`config.mk`:
```
export PLATFORM = sky130hd
export DESIGN_NAME = fp_mag_compare
export DESIGN_NICKNAME = d
export VERILOG_FILES = /design/src/rtl/fp_mag_compare.sv
export SDC_FILE = /design/constraint.sdc
export NUM_CORES = 1
export LEC_CHECK = 0
export ABC_CLOCK_PERIOD_IN_PS = 3360
export CORE_UTILIZATION = 32
export DETAILED_ROUTE_END_ITERATION = 16
export GPL_ROUTABILITY_DRIVEN = 0
export PLACE_DENSITY = 0.87
export SLEW_MARGIN = 20
export SYNTH_ARGS = -nofsm -noshare
export SYNTH_HDL_FRONTEND = slang
export SYNTH_SLANG_ARGS = --single-unit
```
`constraint.sdc`:
```
create_clock -name vclk -period 3.36
set_clock_uncertainty 0.15 [all_clocks]
set_input_delay 1.008 -clock vclk [all_inputs]
set_output_delay 1.008 -clock vclk [all_outputs]
set_load 0.02 [all_outputs]
```
`src/rtl/fp_mag_compare.sv`:
```
// Magnitude compare of two non-negative doubles: gt = |a| > |b| as raw 63-bit unsigned compare.
// Combinational, zero latency, no flow control; +Inf and NaN encodings order above every finite value.
module fp_mag_compare (
    input  logic [63:0] a_dat,
    input  logic [63:0] b_dat,
    output logic        gt
);

    // Sign bits are deliberately ignored: |z|^2 is never negative, so a set sign is treated as magnitude only.
    logic unused_sign;
    assign unused_sign = a_dat[63] ^ b_dat[63];

    assign gt = a_dat[62:0] > b_dat[62:0];

endmodule

```
==> metrics.md <==
| Metric | Value |
|---|---|
| Run status | `finished, violations left` |
| Violated checks | `negative setup slack` |
| Syn Inst Count | `227` |
| Final non-filler cell total | `446` |
| Critical path's slowest cell | `nor4_1` |
| Hold crit path type | `input pin to primary output` |
| Synth cell types | `30` |
| Fill cells | `310` |
| CP max FO | `2` |
| Required time worst endpoint | `2200 ps` |
| Clock buffers | `0` |
| Wl on met1 | `2558 um` |
| Synthesis Warnings | `0` |
| Row Count | `25` |
| Slew margin rel. | `74.46%` |
| Crit. End Element | `primary output` |
| Crit path launch type | `input pin` |
| Largest net degree at the start of global routing | `4` |
| Final Hold Fails | `0` |
| Tcrit/Tclk final | `117.5%` |
| Post-DRT Antenna Nets | `0` |
| WP data arrival | `2790 ps` |
| First-pass GRT wire length | `10720 um` |
| Top cell by count, worst path | `buf_4` |
| Area of the die | `5376 um^2` |
| Core area | `4817 um^2` |
| Synth Cell Area | `1628 um^2` |
| Nets | `572` |
| # setup viols final | `1` |
| Dpl ws | `-1409 ps` |
| Setup slack after layout | `-587.7 ps` |
| I/O pin cnt | `129` |
| Total GRT Usage | `25.71%` |
| F_max | `253.3 MHz` |
| Post-DP HPWL | `4840 um` |
| Met2 wire length | `4432 um` |
| Port Buffers | `127` |
| Highest Signal Layer | `met4` |
| PD cells | `129.1 nW/um^2` |
| Syn_area_per_cell | `7.171 um^2` |
| Pre-antenna DRT Iters | `4` |
| GRT overflow | `0` |
| Vias in the first global route | `2517` |
| Max-slew violation count | `0` |
| Critical path class | `input pin to primary output` |
| Initial core utilization | `33.79%` |
| Layout cells sized above 1 | `58.58%` |
| Worst path max stage delay | `390 ps` |
| Syn nets | `418` |
| Total wire length | `7970 um` |
| Die Y | `73.32 um` |
| Antenna fix cells | `0` |
| Sequential cell area fraction in the yosys report | `0%` |
| Drt drc | `0` |
| Leak | `1.834 nW` |
| Max Cap Viol | `0` |
| Iter 0 DRT Violations | `71` |
| Core Util, Final | `81.04%` |
| Cts hold-fix bufs | `0` |
| Power Total | `0.5040 mW` |
| Wire length per cell | `17.87 um` |
| Vias per std cell | `5.213` |
| Met3 routed WL | `595 um` |
| Placed insts | `438` |
| Initial antenna violation count | `0` |
| Sequential cell count | `0` |
| Die width | `73.32 um` |
| Worst-Margin Slew | `379.6 ps` |
| Routed vias | `2325` |
| Tmin final | `3948 ps` |
| RSZ-0062 raised after global routing | `true` |
| Peak VDD IR | `0.06723 mV` |
| Area delta synth->final | `139.8%` |
| Sequential Area | `0 um^2` |
| Critical-path cell list | `dlygate4sd2_1, inv_2, ha_4, nand4_1, buf_4, buf_4, nor4_1, and2_1, a21oi_2, buf_6` |
-- stage by stage --
stage / TNS (ps) / hold WS (ps) / cell area (um^2)
detailed placement: -1409 / 3362 / 3114
global route: -678.3 / 2664 / 3904
CTS: -541.1 / 2609 / 3732
finish: -587.7 / 2603 / 3904
floorplan: -299.9 / 2374 / 1632
global placement: -1350 / 3350 / 3114
-- layout by cell type, fill, tap and decap left out, types with 2 or more instances in the layout --
| cell type | n |
|---|---|
| nor2_1 | 5 |
| ha_1 | 8 |
| inv_4 | 7 |
| a21o_1 | 2 |
| a21oi_2 | 12 |
| o21ai_0 | 5 |
| and4_4 | 2 |
| a221oi_2 | 3 |
| ha_2 | 3 |
| inv_1 | 18 |
| inv_2 | 39 |
| nand2_2 | 6 |
| a211oi_2 | 2 |
| o21ai_2 | 4 |
| buf_2 | 21 |
| clkdlybuf4s50_1 | 24 |
| buf_6 | 12 |
| buf_4 | 25 |
| ha_4 | 52 |
| clkdlybuf4s15_1 | 8 |
| nand3_1 | 6 |
| clkbuf_2 | 16 |
| nand4_4 | 4 |
| nand4_1 | 6 |
| a21oi_4 | 2 |
| a21oi_1 | 11 |
| nand2_1 | 9 |
| nor2_4 | 2 |
| dlygate4sd2_1 | 32 |
| nor3_2 | 2 |
| dlymetal6s2s_1 | 14 |
-- path summary, 6_finish.rpt --
path,start,end,cells past startpoint
setup / recovery,b_dat[14],gt,10
hold / removal,a_dat[46],gt,7
-- logic make-up (layout without fill, tap and decap cells) --
logic type | Yosys count | count (layout) | synth area share, %
adders and majority gates | 63 | 63 | 48.42
buffers and inverters | 64 | 216 | 14.76
and+or+nand+nor | 52 | 52 | 19.06
AOI/OAI and AO/OA | 48 | 48 | 17.76
-- what timing repair did --
item,CTS,global route
hold endpoints to repair,0,0
gates resized for setup,314,87
pin swaps,74,49
setup buffers,6,2
endpoints found under the setup margin,1,1
-- power breakdown --
group | switching (mW) | leakage (nW) | internal (mW)
clock | 0 | 0 | 0
sequential | 0 | 0 | 0
combinational | 0.221 | 1.83 | 0.283
-- synthesized netlist by cell type --
library cell	count	share of area, %
nor4_1	1	0.38
and4_1	2	1.1
a221oi_2	1	0.92
nor3_1	2	0.61
o31ai_1	1	0.46
a21o_1	2	0.92
o21ai_0	9	2.8
a221o_1	1	0.61
nor2b_1	1	0.38
a221oi_1	2	1.1
a21oi_1	24	7.4
or3_1	1	0.38
inv_1	64	15
nor3_2	1	0.61
o21ai_1	1	0.31
a21oi_2	1	0.54
nand4_1	6	2.3
nand2_2	1	0.38
a211oi_1	4	1.8
ha_1	63	48
o32ai_1	1	0.54
nand2b_1	1	0.38
a31oi_1	1	0.38
nand3_1	8	2.5
nand3b_1	1	0.46
nand2_1	14	3.2
nor2_1	7	1.6
nand4_2	4	3.1
and2_1	1	0.38
nor4_4	1	1.3
-- routing by layer --
metal	GRT usage, %	vias up
met5	0	-
met4	7.051	0
met3	4.115	42
met2	58.74	131
met1	21.52	1061
li1	-	1091
-- worst max-delay path, delay by kind of cell --
family                     cells  cell delay (ps)
AOI/OAI and AO/OA              1               40
and+or+nand+nor                3              740
buffers and inverters          5              730
adders and majority gates      1              270
-- area by class of cell --
type	instances	area, um^2	share of cell area [%]
multi-input cells	163	2278	58.37
repair buffers	152	1284	32.88
inverters	64	257.7	6.603
well taps	67	83.83	2.147
(Power assumes the default switching activity.)
